[config.mk]
export PLATFORM = sky130hd
export DESIGN_NAME = obi_mem_responder_flat
export DESIGN_NICKNAME = d
export VERILOG_FILES = /design/src/rtl/obi_mem_responder_pkg.sv /design/src/rtl/obi_mem_responder_if.sv /design/src/rtl/obi_resp_delay_line.sv /design/src/rtl/obi_mem_responder.sv /design/src/flat_wrapper.sv
export SDC_FILE = /design/constraint.sdc
export NUM_CORES = 2
export LEC_CHECK = 0
export CAP_MARGIN = 40
export CELL_PAD_IN_SITES_DETAIL_PLACEMENT = 1
export CELL_PAD_IN_SITES_GLOBAL_PLACEMENT = 2
export CORE_MARGIN = 5
export CORE_UTILIZATION = 35
export CTS_BUF_LIST = sky130_fd_sc_hd__clkbuf_8
export CTS_CLUSTER_DIAMETER = 60
export DETAILED_ROUTE_END_ITERATION = 6
export PLACE_DENSITY_LB_ADDON = 0.1
export RECOVER_POWER = 50
export SYNTH_ARGS = -nofsm -noshare
export SYNTH_HDL_FRONTEND = slang
export SYNTH_SLANG_ARGS = --single-unit
[constraint.sdc]
create_clock -name clk_i -period 188.9 [get_ports clk_i]
set_input_delay 56.67 -clock clk_i [delete_from_list [all_inputs] [get_ports clk_i]]
set_output_delay 56.67 -clock clk_i [all_outputs]
set_load 0.005 [all_outputs]
[src/rtl/obi_mem_responder_pkg.sv]
// Shared types for the OBI memory responder: bus bundles, response
// pipeline entry and grant FSM encoding.
package obi_mem_responder_pkg;

    localparam logic [31:0] ErrRdataDefault = 32'hBADCAB1E;

    typedef struct packed {
        logic        req;
        logic        we;
        logic [3:0]  be;
        logic [31:0] addr;
        logic [31:0] wdata;
    } obi_req_t;

    typedef struct packed {
        logic        gnt;
        logic        rvalid;
        logic [31:0] rdata;
    } obi_resp_t;

    typedef struct packed {
        logic        valid;
        logic [31:0] rdata;
        logic        oor;
    } resp_pipe_t;

    typedef enum logic [0:0] {
        GntIdle = 1'b0,
        GntWait = 1'b1
    } gnt_state_e;

    function automatic logic [31:0] be_merge(
        input logic [31:0] old_w,
        input logic [31:0] new_w,
        input logic [3:0]  be
    );
        logic [31:0] res;
        res = old_w;
        for (int i = 0; i < 4; i++) begin
            if (be[i]) res[8*i +: 8] = new_w[8*i +: 8];
        end
        return res;
    endfunction

endpackage

[src/rtl/obi_mem_responder_if.sv]
// OBI request/response channel between an initiator and the responder.
interface obi_mem_responder_if;
    import obi_mem_responder_pkg::*;

    obi_req_t  obi_req;
    obi_resp_t obi_resp;

    modport master (
        output obi_req,
        input  obi_resp
    );

    modport slave (
        input  obi_req,
        output obi_resp
    );

endinterface

[src/rtl/obi_resp_delay_line.sv]
// Fixed-depth response shift register; stage 0 is loaded every cycle,
// the last stage is the bus response.
module obi_resp_delay_line
    import obi_mem_responder_pkg::*;
#(
    parameter int unsigned Depth = 1
) (
    input  logic       clk_i,
    input  logic       rst_i,
    input  resp_pipe_t in_i,
    output resp_pipe_t out_o
);

    resp_pipe_t stage_q [Depth];

    always_ff @(posedge clk_i or posedge rst_i) begin
        if (rst_i) begin
            for (int i = 0; i < Depth; i++) stage_q[i] <= '0;
        end else begin
            stage_q[0] <= in_i;
            for (int i = 1; i < Depth; i++) stage_q[i] <= stage_q[i-1];
        end
    end

    assign out_o = stage_q[Depth-1];

endmodule

[src/rtl/obi_mem_responder.sv]
// OBI target backed by a flop memory with configurable grant wait states
// and fixed response latency; oor_o pulses alongside an out-of-range response.
module obi_mem_responder
    import obi_mem_responder_pkg::*;
#(
    parameter int unsigned NumWords    = 64,
    parameter int unsigned WaitStates  = 0,
    parameter int unsigned ReadLatency = 1,
    parameter logic [31:0] ErrRdata    = ErrRdataDefault
) (
    input  logic                 clk_i,
    input  logic                 rst_i,
    obi_mem_responder_if.slave   obi_io,
    output logic                 oor_o
);

    localparam int unsigned AddrW = $clog2(NumWords);
    localparam logic [0:0] StIdle = GntIdle;
    localparam logic [0:0] StWait = GntWait;

    obi_req_t   req;
    obi_resp_t  resp;
    resp_pipe_t pipe_in;
    resp_pipe_t pipe_out;

    logic [0:0]       state_q, state_d;
    logic [2:0]       cnt_q, cnt_d;
    logic             gnt;
    logic             accept;
    logic             in_range;
    logic [AddrW-1:0] idx;
    logic [31:0]      mem_q [NumWords];
    logic             unused_addr_lsb;

    assign req             = obi_io.obi_req;
    assign unused_addr_lsb = ^req.addr[1:0];

    always_comb begin
        state_d = state_q;
        cnt_d   = cnt_q;
        gnt     = 1'b0;
        if (WaitStates == 0) begin
            gnt = req.req;
        end else begin
            unique case (state_q)
                StIdle: begin
                    if (req.req) begin
                        state_d = StWait;
                        cnt_d   = 3'd1;
                    end
                end
                StWait: begin
                    gnt = (cnt_q == 3'(WaitStates));
                    // A dropped request abandons the wait without an access
                    if (gnt || !req.req) begin
                        state_d = StIdle;
                        cnt_d   = '0;
                    end else begin
                        cnt_d = cnt_q + 3'd1;
                    end
                end
                default: begin
                    state_d = StIdle;
                    cnt_d   = '0;
                end
            endcase
        end
    end

    always_ff @(posedge clk_i or posedge rst_i) begin
        if (rst_i) begin
            state_q <= StIdle;
            cnt_q   <= '0;
        end else begin
            state_q <= state_d;
            cnt_q   <= cnt_d;
        end
    end

    assign accept   = req.req & gnt;
    assign in_range = req.addr[31:2] < 30'(NumWords);
    assign idx      = req.addr[AddrW+1:2];

    always_ff @(posedge clk_i or posedge rst_i) begin
        if (rst_i) begin
            for (int i = 0; i < NumWords; i++) mem_q[i] <= '0;
        end else if (accept && req.we && in_range) begin
            mem_q[idx] <= be_merge(mem_q[idx], req.wdata, req.be);
        end
    end

    always_comb begin
        pipe_in = '0;
        if (accept) begin
            pipe_in.valid = 1'b1;
            pipe_in.oor   = !in_range;
            if (!req.we) pipe_in.rdata = in_range ? mem_q[idx] : ErrRdata;
        end
    end

    obi_resp_delay_line #(
        .Depth (ReadLatency)
    ) u_delay (
        .clk_i (clk_i),
        .rst_i (rst_i),
        .in_i  (pipe_in),
        .out_o (pipe_out)
    );

    always_comb begin
        resp        = '0;
        resp.gnt    = gnt;
        resp.rvalid = pipe_out.valid;
        resp.rdata  = pipe_out.valid ? pipe_out.rdata : '0;
    end

    assign obi_io.obi_resp = resp;
    assign oor_o           = pipe_out.valid & pipe_out.oor;

endmodule

[src/flat_wrapper.sv]
// flat-port wrapper written by rule: the top's interface ports become plain ports
module obi_mem_responder_flat import obi_mem_responder_pkg::*;
#(
    parameter int unsigned NumWords    = 64,
    parameter int unsigned WaitStates  = 0,
    parameter int unsigned ReadLatency = 1,
    parameter logic [31:0] ErrRdata    = ErrRdataDefault
)
  (clk_i, rst_i, oor_o, obi_io_obi_req, obi_io_obi_resp);
  obi_mem_responder_if obi_io_i ();
  input  logic clk_i;
  input  logic rst_i;
  output logic oor_o;
  input wire logic [$bits(obi_io_i.obi_req)-1:0] obi_io_obi_req;
  output wire logic [$bits(obi_io_i.obi_resp)-1:0] obi_io_obi_resp;
  assign obi_io_i.obi_req = obi_io_obi_req;
  assign obi_io_obi_resp = obi_io_i.obi_resp;
  obi_mem_responder #(.NumWords(NumWords), .WaitStates(WaitStates), .ReadLatency(ReadLatency), .ErrRdata(ErrRdata)) u_core (.clk_i(clk_i), .rst_i(rst_i), .obi_io(obi_io_i), .oor_o(oor_o));
endmodule
---- Word level (Yosys, flattened, before mapping) ----
Index checks and enable logic that the tools add are counted.
word-level totals
  register bits after elaboration ......... 2082
  input port bits ......................... 72
  output and inout port bits .............. 35
  logic and storage cells ................. 94
cells by class
  $lt $le $gt $ge ......................... 3
  mux-type cells .......................... 18
  bitwise operators ....................... 2
  reduce and logical (&&, ||, !) cells .... 4
operator list
  operator               count
  $bwmux W2048           1
  $bmux W32 S6           1
  $demux W32 S6          1
  $mux W32               6
  $mux W8                8
  $mux W34               1
  $lt A30 B7 Y1 const B  1
  $ge A7 B7 Y1 const B   1
  $lt A7 B1 Y1 const B   1
  $not A6 Y7             1
  $logic_and A1 B1 Y1    3
  $and A1 B1 Y1          1
  $logic_not A1 Y1       1

---- Depth between registers and ports, before layout ----
  word-level depth ........................ 7
  depth in mapped cells ................... 15
  depth with buffers taken out ............ 6

---- Cells and area by module ----
A second synthesis with hierarchy kept.
second synthesis, totals
  cells, all modules ...................... 8787
  area, all modules ....................... 91758.0 µm²
modules (own cells, without submodules)
  module               instances  cells an instance  area each (µm²)  sequential area each (µm²)
  obi_mem_responder    1          8752               90903.4          51249.2
  obi_resp_delay_line  1          35                 854.6            850.8

---- Worst setup path before layout ----
Ideal clock, no wire load.
  kind .................................... input to output
  start point ............................. in obi_io_obi_req[69]
  end point ............................... out obi_io_obi_resp[33]
  arrival ................................. 56.781 ns
  data required time ...................... 132.230 ns
  slack ................................... 75.449 ns
  cell stages on the path ................. 1
  path buffers ............................ 1
  cells stage by stage .................... buf_4
RTL lines
  item                RTL line            RTL
  start: declaration  flat_wrapper.sv:14  input wire logic [$bits(obi_io_i.obi_req)-1:0] obi_io_obi_req;
  end: declaration    flat_wrapper.sv:15  output wire logic [$bits(obi_io_i.obi_resp)-1:0] obi_io_obi_resp;
No word-level cell between the ends.

---- Worst setup path after layout ----
  start point ............................. in obi_io_obi_req[69]
  end point ............................... out obi_io_obi_resp[33]
No word-level cell between the ends.

==> results.json <==
{
  "hold_buffers": 0,
  "ios": 107,
  "worst_pin_slew_ns": 8.66,
  "die_y_um": 528,
  "yosys.area.top_type": "dfrtp_1",
  "hold_path_class": "flop to flop",
  "p_leak_nw": 48.8,
  "place_hpwl_mm": 197,
  "min_period_over_period_pct": 60.8,
  "crit_fanout": 7,
  "synth_top_area_share_pct": 55.5,
  "fp.coreArea_um2": 267000,
  "ys_seq_area_share_pct": 55.5,
  "io_buffers": 104,
  "cp-start-kind": "input port",
  "min_period_ns": 114.76,
  "violations": "max-capacitance violations, max-slew violations",
  "path_cells": "dlygate4sd3_1, clkdlybuf4s50_1",
  "grt_max_degree": 155,
  "drc": 0,
  "asyncSetResetFlopFracSynth_pct": 100,
  "crit_start": "obi_io_obi_req[69]",
  "syn_area_per_cell_um2": 12.0,
  "setup_viol": 0,
  "die_area_um2": 279000,
  "dp.cells": 10966,
  "place.gp.congestion": 0.788,
  "antenna_found_initial": 9,
  "reg2reg_slack_ns": 183.43,
  "routedWlPerCell_um": 28.2,
  "finalHoldViolations": 0,
  "vias": 64115,
  "dr.pass1.iters": 5,
  "setup_tns_ns": 0,
  "vdd_drop_max_uv": 4.97,
  "synth-edff-count": 0,
  "clockRootBuffer": "clkbuf_8",
  "numClockSinks": 2082,
  "grt_pass1_vias": 69615,
  "fin_area_um2": 106000,
  "fmax_mhz": 8.71,
  "ys.flop_type": "dfrtp_1",
  "htree_levels": 5,
  "cts_setup_buffers": 0,
  "skew_ns": 0.0402,
  "clk_latency_ns": 1.05,
  "drtIter0Drc": 3626,
  "preCtsSetupSlack_ns": 74.20,
  "cts_max_path_buffers": 4,
  "relSlewSlack_pct": -477,
  "grt_pass1_wl_mm": 489,
  "drive_above_1_share_pct": 25.8,
  "fin_hold_ws_ns": 0.471,
  "grt_overflow_total": 0,
  "start_util_pct": 35.1,
  "arrival_ns": 58.09,
  "yosysMostFrequentCell": "dfrtp_1",
  "worstRegToRegCells": 7,
  "crit_path_top_delay_cell": "dlygate4sd3_1",
  "synth_seq_cells": 2082,
  "nets": 7872,
  "place_area_um2": 98900,
  "cts_made_buffers": 384,
  "grtUsageTotal_pct": 23.4,
  "crit_end": "obi_io_obi_resp[33]",
  "synthTopCellsByArea": "dfrtp_1, mux2_2, o21ai_0",
  "clkTransAtPathRegs_ns": 0.05,
  "reg2reg_from": "u_core.mem_q[147]$_DFFE_PP0P_",
  "yosys_warnings": 0,
  "cp_num_cells": 2,
  "n_fill_cell": 28243,
  "fin_ws_ns": 74.14,
  "cp.buffers_inverters": 2,
  "row_count": 190,
  "synthCells": 7848,
  "die_w_um": 528,
  "finalPower_uw": 922,
  "stdcell_count": 11650,
  "max_stage_delay_ns": 0.81,
  "critical-path-top-delay-family": "buffers and inverters",
  "synth_nets": 7920,
  "ant_nets": 0,
  "syn_to_final_growth_pct": 12.6,
  "cts_tree": "built",
  "rsz0062_at_grt": "no",
  "wirelength_mm": 328,
  "reg2reg_to": "u_core.mem_q[275]$_DFFE_PP0P_",
  "cap_violations": 36,
  "critPathCaptureType": "output port",
  "run_status": "finished, violations left",
  "ys_top_cells_by_count": "dfrtp_1, nand2_1, o21ai_0",
  "synth_cell_types": 76,
  "maxSlewViolCount": 2182,
  "finish.utilization_pct": 39.5,
  "critPathRequiredTime_ns": 132.23,
  "crit_type": "input port to output port",
  "cts_resized": 0,
  "avgViaCountPerCell": 5.50,
  "syn_area_um2": 93900,
  "p_per_area_nw_per_um2": 8.72
}
## power by group
group / internal, mW / switching [mW]
Combinational: 0.0105 / 0.0400
Sequential: 0.447 / 0.0000670
Clock: 0.230 / 0.195
## state kept, by name, indices dropped and copies added, names as in the netlist
signal	count
u_core.mem_q	2048
u_core.u_delay.out_o	34
## worst register-to-register path, cell delays in order, from the launching register on
cell      delay, ns
dfrtp_1        0.38
mux4_2         0.47
a22o_1         0.30
a221oi_1       0.66
and3_1         0.37
a32o_2         0.20
clkbuf_1       2.38
o21ai_0        0.45
## per-layer routing
metal | routed length, µm | track usage, %
met1 | 153000 | 33.3
met2 | 155000 | 38.3
met3 | 11200 | 2.92
met4 | 8860 | 5.71
met5 | 0 | 0
## cell usage in the layout, fill, tap and decap left out, types with 104 or more instances in the layout
cell	instances
o22ai_1	104
buf_4	179
a22oi_1	124
clkbuf_8	478
inv_1	165
mux4_2	234
mux2_2	956
dfrtp_1	2082
nand2_1	1139
a221oi_1	143
o21ai_0	1166
mux2i_1	259
## worst min path at each step
stage,start,end,depth (start not counted)
floorplan,u_core.mem_q[1025]$_DFFE_PP0P_,u_core.mem_q[1025]$_DFFE_PP0P_,2
global placement,u_core.mem_q[1270]$_DFFE_PP0P_,u_core.mem_q[1270]$_DFFE_PP0P_,2
detailed placement,u_core.mem_q[1033]$_DFFE_PP0P_,u_core.mem_q[1033]$_DFFE_PP0P_,2
CTS,u_core.mem_q[1033]$_DFFE_PP0P_,u_core.mem_q[1033]$_DFFE_PP0P_,2
global route,u_core.mem_q[1416]$_DFFE_PP0P_,u_core.mem_q[1416]$_DFFE_PP0P_,2
finish,u_core.mem_q[1416]$_DFFE_PP0P_,u_core.mem_q[1416]$_DFFE_PP0P_,2
## cell families (layout without fill, tap and decap cells)
kind of cell,after synthesis,in the layout,synth area share [%]
other,0,17,0
buffers and inverters,845,1078,4.57
AO/OA/AOI/OAI,1850,1850,12.2
AND/OR/NAND/NOR,1614,1614,7.86
multiplexers,1457,1457,19.9
flip-flops,2082,2082,55.5
## final cells by class
type / instances / area [µm²] / share of cell area, %
Clock buffer: 478 / 6580 / 6.22
Timing Repair Buffer: 389 / 3790 / 3.58
Sequential cell: 2082 / 52100 / 49.3
Multi-Input combinational cell: 4921 / 37800 / 35.8
Inverter: 22 / 88.8 / 0.0840
Clock inverter: 189 / 883 / 0.835
Tap cell: 3552 / 4440 / 4.20
Antenna cell: 17 / 42.5 / 0.0402
(Power assumes the default switching activity.)
